[src/rtl/jtframe_dwnld_pack.sv]
// Packs the ioctl download byte stream into 16-bit SDRAM words, selects the bank
// from the region start addresses, buffers words in a small FIFO and drives prog_*.
module jtframe_dwnld_pack #(
  parameter int          SDRAMW    = 22,
  parameter logic [25:0] BA1_START = 26'h0400000,
  parameter logic [25:0] BA2_START = 26'h0800000,
  parameter logic [25:0] BA3_START = 26'h0C00000,
  parameter int          FIFO_AW   = 2
) (
  input  logic              clk,
  input  logic              rst_n,
  input  logic              downloading,
  input  logic [25:0]       ioctl_addr,
  input  logic [7:0]        ioctl_dout,
  input  logic              ioctl_wr,
  output logic [SDRAMW-1:0] prog_addr,
  output logic [15:0]       prog_data,
  output logic [1:0]        prog_mask,
  output logic [1:0]        prog_ba,
  output logic              prog_we,
  input  logic              prog_ack,
  input  logic              prog_rdy,
  output logic              dwnld_busy,
  output logic              overflow
);

  localparam int EW    = SDRAMW + 20;
  localparam int DEPTH = 1 << FIFO_AW;

  typedef enum logic [1:0] {IDLE, REQ, WAIT} state_t;
  state_t state, state_nxt;

  logic              wr_r, dl_r, dl_rr;
  logic [25:0]       addr_r;
  logic [7:0]        dout_r;
  logic [25:0]       offset;
  logic [1:0]        cur_ba;
  logic [SDRAMW-1:0] cur_waddr;
  logic              unused_offset;

  logic              held_valid;
  logic [7:0]        held_byte;
  logic [25:0]       held_addr;
  logic [SDRAMW-1:0] held_waddr;
  logic [1:0]        held_ba;
  logic              flush_pend, fall;

  logic              push_req, flush_req, hold_new, clear_held;
  logic              push_ok, accept, pop, load;
  logic [EW-1:0]     push_word;

  logic [EW-1:0]      mem [DEPTH];
  logic [FIFO_AW-1:0] wr_ptr, rd_ptr;
  logic [FIFO_AW:0]   count;
  logic               full, empty;

  // ioctl inputs are registered first; downloading goes through two stages so
  // its falling edge lines up with the last registered byte strobe
  always_ff @(posedge clk) begin
    if (!rst_n) begin
      wr_r   <= 1'b0;
      addr_r <= '0;
      dout_r <= '0;
      dl_r   <= 1'b0;
      dl_rr  <= 1'b0;
    end else begin
      wr_r   <= ioctl_wr;
      addr_r <= ioctl_addr;
      dout_r <= ioctl_dout;
      dl_r   <= downloading;
      dl_rr  <= dl_r;
    end
  end

  assign fall = dl_rr & ~dl_r;

  always_comb begin
    if (addr_r >= BA3_START) begin
      cur_ba = 2'd3;
      offset = addr_r - BA3_START;
    end else if (addr_r >= BA2_START) begin
      cur_ba = 2'd2;
      offset = addr_r - BA2_START;
    end else if (addr_r >= BA1_START) begin
      cur_ba = 2'd1;
      offset = addr_r - BA1_START;
    end else begin
      cur_ba = 2'd0;
      offset = addr_r;
    end
    cur_waddr = offset[SDRAMW:1];
  end

  assign unused_offset = ^offset;

  // At most one FIFO push per cycle; a registered byte strobe wins over a flush
  always_comb begin
    push_req   = 1'b0;
    flush_req  = 1'b0;
    hold_new   = 1'b0;
    clear_held = 1'b0;
    push_word  = '0;
    if (wr_r) begin
      if (!addr_r[0]) begin
        hold_new = 1'b1;
        if (held_valid) begin
          push_req  = 1'b1;
          push_word = {held_waddr, held_ba, 8'h00, held_byte, 2'b10};
        end
      end else if (held_valid && addr_r == held_addr + 26'd1) begin
        push_req   = 1'b1;
        clear_held = 1'b1;
        push_word  = {cur_waddr, cur_ba, dout_r, held_byte, 2'b00};
      end else begin
        push_req  = 1'b1;
        push_word = {cur_waddr, cur_ba, dout_r, 8'h00, 2'b01};
      end
    end else if ((fall || flush_pend) && held_valid) begin
      push_req   = 1'b1;
      flush_req  = 1'b1;
      clear_held = 1'b1;
      push_word  = {held_waddr, held_ba, 8'h00, held_byte, 2'b10};
    end
  end

  assign full    = count[FIFO_AW];
  assign empty   = (count == '0);
  assign push_ok = push_req & ~full;
  assign accept  = ~push_req | ~full;

  always_ff @(posedge clk) begin
    if (!rst_n) begin
      held_valid <= 1'b0;
      held_byte  <= '0;
      held_addr  <= '0;
      held_waddr <= '0;
      held_ba    <= '0;
      flush_pend <= 1'b0;
      overflow   <= 1'b0;
    end else begin
      if (accept) begin
        if (hold_new) begin
          held_valid <= 1'b1;
          held_byte  <= dout_r;
          held_addr  <= addr_r;
          held_waddr <= cur_waddr;
          held_ba    <= cur_ba;
        end else if (clear_held) begin
          held_valid <= 1'b0;
        end
      end
      // a full FIFO only loses data bytes; a pending flush simply retries
      if (push_req && full && !flush_req) overflow <= 1'b1;
      if (fall || flush_pend) flush_pend <= wr_r || (held_valid && !(flush_req && !full));
    end
  end

  always_ff @(posedge clk) begin
    if (push_ok) mem[wr_ptr] <= push_word;
  end

  always_ff @(posedge clk) begin
    if (!rst_n) begin
      wr_ptr <= '0;
      rd_ptr <= '0;
      count  <= '0;
    end else begin
      if (push_ok) wr_ptr <= wr_ptr + 1'b1;
      if (pop)     rd_ptr <= rd_ptr + 1'b1;
      case ({push_ok, pop})
        2'b10:   count <= count + 1'b1;
        2'b01:   count <= count - 1'b1;
        default: count <= count;
      endcase
    end
  end

  always_ff @(posedge clk) begin
    if (!rst_n) state <= IDLE;
    else        state <= state_nxt;
  end

  // The FIFO head is only popped once the controller acknowledges it
  always_comb begin
    state_nxt = state;
    load      = 1'b0;
    pop       = 1'b0;
    case (state)
      IDLE: if (!empty) begin
        load      = 1'b1;
        state_nxt = REQ;
      end
      REQ: if (prog_ack) begin
        pop       = 1'b1;
        state_nxt = prog_rdy ? IDLE : WAIT;
      end
      WAIT: if (prog_rdy) state_nxt = IDLE;
      default: state_nxt = IDLE;
    endcase
  end

  always_ff @(posedge clk) begin
    if (!rst_n) begin
      prog_we   <= 1'b0;
      prog_addr <= '0;
      prog_data <= '0;
      prog_mask <= 2'b11;
      prog_ba   <= '0;
    end else if (load) begin
      prog_we <= 1'b1;
      {prog_addr, prog_ba, prog_data, prog_mask} <= mem[rd_ptr];
    end else if (pop) begin
      prog_we <= 1'b0;
    end
  end

  always_ff @(posedge clk) begin
    if (!rst_n) dwnld_busy <= 1'b0;
    else        dwnld_busy <= downloading | wr_r | held_valid | ~empty | (state != IDLE);
  end

endmodule

[config.mk]
export PLATFORM = sky130hd
export DESIGN_NAME = jtframe_dwnld_pack
export DESIGN_NICKNAME = d
export VERILOG_FILES = /design/src/rtl/jtframe_dwnld_pack.sv
export SDC_FILE = /design/constraint.sdc
export NUM_CORES = 1
export LEC_CHECK = 0
export ABC_AREA = 1
export BUFFER_PORTS_ARGS = -buffer_cell sky130_fd_sc_hd__buf_2
export CAP_MARGIN = 20
export CORE_ASPECT_RATIO = 1.25
export CORE_MARGIN = 2
export CORE_UTILIZATION = 55
export DETAILED_ROUTE_END_ITERATION = 16
export PLACE_DENSITY = 0.74
export SYNTH_ARGS = -nofsm -noshare
export SYNTH_HDL_FRONTEND = slang
export SYNTH_SLANG_ARGS = --single-unit
[constraint.sdc]
create_clock -name clk -period 6.17 [get_ports clk]
set_input_delay 1.851 -clock clk [delete_from_list [all_inputs] [get_ports clk]]
set_output_delay 1.851 -clock clk [all_outputs]
set_load 0.02 [all_outputs]
-- Word-level counts from Yosys, hierarchy flattened
Memories as Yosys holds them, arrays and structs flattened. A register that Yosys moved wholly into a read port is not among the register bits.
Index checks and enable logic that the tools add are counted.
- flip-flop bits (word level): 109
- bits in latches: 0
- RAM bits: 168
- memory bits (read-only): 0
- word-level logic and storage cells: 107
- memories: 1
- memory list (name ; words ; bits a word ; read ports ; clocked after Yosys merged registers in ; wr ports ; line ; source):
    mem ; 4 ; 42 ; 1 ; 1 ; 1 ; 52 ; logic [EW-1:0] mem [DEPTH];
- add/sub/neg operators: 8
- $mul: 0
- divide/modulo/power cells: 0
- order comparisons: 3
- eq/ne operators: 8
- shifts and indexed selects: 0
- mux-type cells: 37
- bitwise operators: 11
- reductions and logical operators: 21
- operators with widths (cell ; count):
    $mux W42 ; 4
    $mux W23 ; 3
    $ge A26 B24 Y1 const B ; 2
    $sub A23 B23 Y23 const B ; 2
    $add A26 B1 Y26 const B ; 1
    $eq A26 B26 Y1 ; 1
    $ge A26 B23 Y1 const B ; 1
    $sub A23 B1 Y23 const B ; 1
    $mux W1 ; 21
    $mux W2 ; 6
    $mux W10 ; 1
    $reduce_bool A2 Y1 ; 4
    $logic_and A1 B1 Y1 ; 6
    $ne A2 B2 Y1 const B ; 3
    $pmux W2 S3 ; 1
    $pmux W3 S2 ; 1
    $or A1 B1 Y1 ; 5
    $add A2 B1 Y2 const B ; 2
    $eq A2 B1 Y1 const B ; 2
    $eq A2 B2 Y1 const B ; 2
    $logic_not A1 Y1 ; 4
    $not A1 Y1 ; 4
    $reduce_and A2 Y1 ; 2
    $add A3 B1 Y3 const B ; 1
    6 further kinds ; 8

-- Logic depth before layout (Yosys ltp)
- word-level depth: 10
- depth in mapped cells: 18
- gate-level depth less buffers: 18

-- Worst setup path before layout
OpenSTA, ideal clock, no wires.
- kind: input -> register
- from: in prog_ack
- to: reg count[2]
- setup time: 122 ps
- data arrival time: 3058 ps
- required time: 6048 ps
- slack: 2990 ps
- stages: 9
- path buffers: 0
- path through: inv_1 -> nor3_1 -> ha_1 -> inv_1 -> fa_1 -> a21oi_1 -> o21ai_0 -> o21ai_0 -> a21oi_1
- word-level cells in the longest chain between the ends: 4
- elaborated cells on any way between the ends: 6
- those cells by class: eq/ne (2); mux (3); reduce/logical (1)
- RTL lines (what ; line ; source):
    start, declared ; 21 ; input logic prog_ack,
    $mux W1 * ; 193 ; REQ: if (prog_ack) begin
    $mux W1 * ; 188 ; case (state)
    via pop ; 49 ; logic push_ok, accept, pop, load;
    $eq A2 B1 Y1 or $eq A2 B2 Y1 (tied branches) ; 170 ; case ({push_ok, pop})
    $pmux W3 S2 or $reduce_bool A2 Y1 (tied branches) ; - ;
    end signal, assigned ; 171 ; 2'b10: count <= count + 1'b1;
    end signal, assigned ; 172 ; 2'b01: count <= count - 1'b1;
    end signal, assigned ; 173 ; default: count <= count;
    end, declared ; 54 ; logic [FIFO_AW:0] count;
Mark *: on every way through the listed nets, which the timed path passes. The rest lies on a longest branch.
A chain may end at the register's enable or synchronous reset.

-- Worst setup path after layout
Same ends and word-level chain as after synthesis.

==> metrics <==
# fillers=1687; CTS tree=built; DRT iter0 DRCs=690; Pleak=5.51 nW; Die Wd=136 µm; Final TNS setup=0 ps; register bit total from synthesis=298; Worst VDD drop=0.238 mV; Power Density=333 mW/mm²; later-pin clock latency in the skew report=540 ps; slowest CP cell=fa_1; endpoints failing setup=0; Synth Cell Area=0.0120 mm²; Layout Skew=14.2 ps; Post-CTS Setup Bufs=0; antenna violations before repair=0; Synthesis Warnings=0; sequential area share after synthesis=63.5%; Total GRT Usage=22.6%; drt wl/cell=16.3 µm; drt pass-1 iters=5; worst min path class=register to register; clock root buffer=clkbuf_16; fin crit share=48.7%; clock net sink count=298; met3 usage=2.84%; # port buffers=84; Mapped Cells=1241; I/O pin cnt=85; syn nets=1288; Max Clk Rate=0.333 GHz; Area contributors post-synth=edfxtp_1 (42%), dfxtp_1 (22%), nor2_1 (7.3%), o21ai_0 (7.2%), nand2_1 (4.6%); cts hold-fix bufs=0; worst hold start=dl_r; largest net degree at the start of global routing=85; outcome=completed; design area=0.0137 mm²; crit-path max FO=3; Die Span Y=169 µm; CTS HTree Levels=1; first element of the critical path=prog_ack; die area=0.0231 mm²; GPL Wtd Cong=0.943; critical path startpoint category=input pin; Core ar.=0.0215 mm²; count of unique library cells instantiated by Yosys=39; vias in the first global route=8101; Cell Rows=60; antenna violation net count after detailed routing=0; Crit path arrival time=3430 ps; global routing's busiest layer=met2; area share of the largest cell type after synthesis=41.9%; met1 global-route usage=29.1%; Via density=5.40; CP peak stage delay=400 ps; Initial Utilization=55.9%; fin. max-slew vios=0; Hold Vio Cnt, Final=0; type of destination of the critical path=register; max capacitance violation total=0; first-pass GRT wire length=40900 µm; Hold WS=445 ps; final wirelength=26200 µm; Worst-Margin Slew=1010 ps; crit path cell chain=buf_2, inv_1, nor3_1, ha_1, inv_1, fa_1, a21oi_1, o21ai_0, o21ai_0, a21oi_1; cts bufs inserted=29; Rel. slew slack=32.4%; DR vias=8686; dpl hpwl=16000 µm; RSZ-0062 raised after global routing=no; crit path kind=input pin to register; Synth-to-Final Area Change=13.5%; Avg Cell Area, Syn=9.71 µm²; CP Data Required Time=6590 ps; crit path time final=3000 ps; gr ovfl total=0; Layout Nets=1355; drt drc=0; biggest area consumer among synthesized cells=edfxtp_1; Max Root-Sink Buffers=3; # diodes=0; grt met2 use=39.7%; share of cells above drive strength 1=12.9%; Post-CTS Resized=0; Cell Area, Placed=0.0127 mm²; Reg clk slew, reported paths=60 ps; reg2reg start=held_valid
-- worst max-delay path, delay by kind of cell --
kind	cells	cell delay, ps
fa+ha+maj	2	600
compound gates	4	530
buf+inv	3	230
simple gates	1	220
-- flip-flops by register name, summed over array words and instances, names as in the netlist, 2 cells and up --
signal	count
mem	168
addr_r	26
held_addr	26
prog_addr	22
prog_data	16
dout_r	8
held_byte	8
count	3
held_ba	2
prog_ba	2
prog_mask	2
rd_ptr	2
state	2
wr_ptr	2
-- layer usage --
layer | up-vias | share of wire, %
met5 | - | 0
met4 | 0 | 1.8
met3 | 44 | 6.4
met2 | 268 | 50
met1 | 4063 | 42
li1 | 4311 | -
-- cell usage in the layout (no fill, tap or decap), types with 3 or more instances in the layout --
cell type | Yosys | routed
clkinv_1 | 4 | 4
nor2_4 | 3 | 8
inv_2 | 4 | 6
nor2_2 | 7 | 7
o22ai_1 | 7 | 7
o21ai_0 | 174 | 174
nand3_1 | 24 | 24
o21bai_1 | 3 | 3
nand2_2 | 7 | 7
xor2_1 | 19 | 19
buf_4 | 0 | 12
a21oi_1 | 42 | 42
nand4_1 | 3 | 3
nand2_1 | 149 | 149
edfxtp_1 | 168 | 168
nand3b_1 | 4 | 4
dfxtp_1 | 130 | 129
buf_2 | 0 | 83
clkbuf_16 | 0 | 30
nor3_1 | 7 | 7
clkbuf_1 | 57 | 12
a31oi_1 | 41 | 41
bufinv_16 | 0 | 3
xnor2_1 | 4 | 4
nor2_1 | 233 | 228
inv_1 | 110 | 109
a22o_1 | 8 | 8
ha_1 | 6 | 6
a21boi_1 | 8 | 8
-- Yosys cell counts --
cell type / instances
a2111oi_0: 1
a211o_1: 2
a211oi_1: 1
a21boi_1: 8
a21o_4: 1
a21oi_1: 42
a221oi_1: 2
a22o_1: 8
a31oi_1: 41
buf_1: 2
clkbuf_1: 57
clkinv_1: 4
dfxtp_1: 130
edfxtp_1: 168
fa_1: 1
ha_1: 6
inv_1: 110
inv_2: 4
nand2_1: 149
nand2_2: 7
nand2_4: 1
nand3_1: 24
nand3_2: 1
nand3b_1: 4
nand4_1: 3
nor2_1: 233
nor2_2: 7
nor2_4: 3
nor2_8: 1
nor3_1: 7
nor3_2: 1
o21ai_0: 174
o21ai_1: 2
o21bai_1: 3
o22ai_1: 7
or2_0: 1
or2_2: 2
xnor2_1: 4
xor2_1: 19
-- through the flow --
step / cells / setup slack [ps] / power, mW / utilization, %
detailed placement: 1556 / 2680 / 2.85 / 59.1
finish: 1609 / 3170 / 4.55 / 63.5
CTS: 1609 / 3180 / 4.58 / 63.5
global placement: 1556 / 2770 / 2.84 / 59.1
floorplan: 1241 / 2990 / 2.67 / -
global route: 1609 / 3050 / 4.73 / 63.5
-- worst paths after layout --
check	slack, ps	end	depth (start not counted)
setup reg to reg	3570	mem[0][28]	7
hold reg to reg	450	dl_rr	2
hold / removal	450	dl_rr	2
setup / recovery	3170	count[2]	10
-- power breakdown --
group          total, mW  switching (mW)  internal (mW)
clock network       1.74           0.696           1.04
registers           2.28          0.0750           2.20
logic              0.534           0.364          0.170
total               4.55            1.13           3.42
-- final cells by class --
| class | count | area [µm²] | area share [%] |
|---|---|---|---|
| Multi-Input combinational cell | 766 | 3780 | 27.6 |
| Sequential cell | 298 | 7650 | 55.9 |
| Tap cell | 279 | 349 | 2.55 |
| Timing Repair Buffer | 95 | 505 | 3.70 |
| Clock inverter | 9 | 129 | 0.942 |
| Inverter | 118 | 443 | 3.24 |
| Clock buffer | 44 | 823 | 6.02 |
-- logic make-up (layout without fill, tap and decap cells) --
kind of cell / after synthesis / in the layout / synth area share [%]
xor+xnor: 23 / 23 / 1.67
simple gates: 444 / 444 / 15.2
compound gates: 292 / 292 / 13.4
fa+ha+maj: 7 / 7 / 0.789
flops: 298 / 298 / 63.5
buf+inv: 177 / 266 / 5.51
No activity file was read; power rests on OpenSTA's default activity.
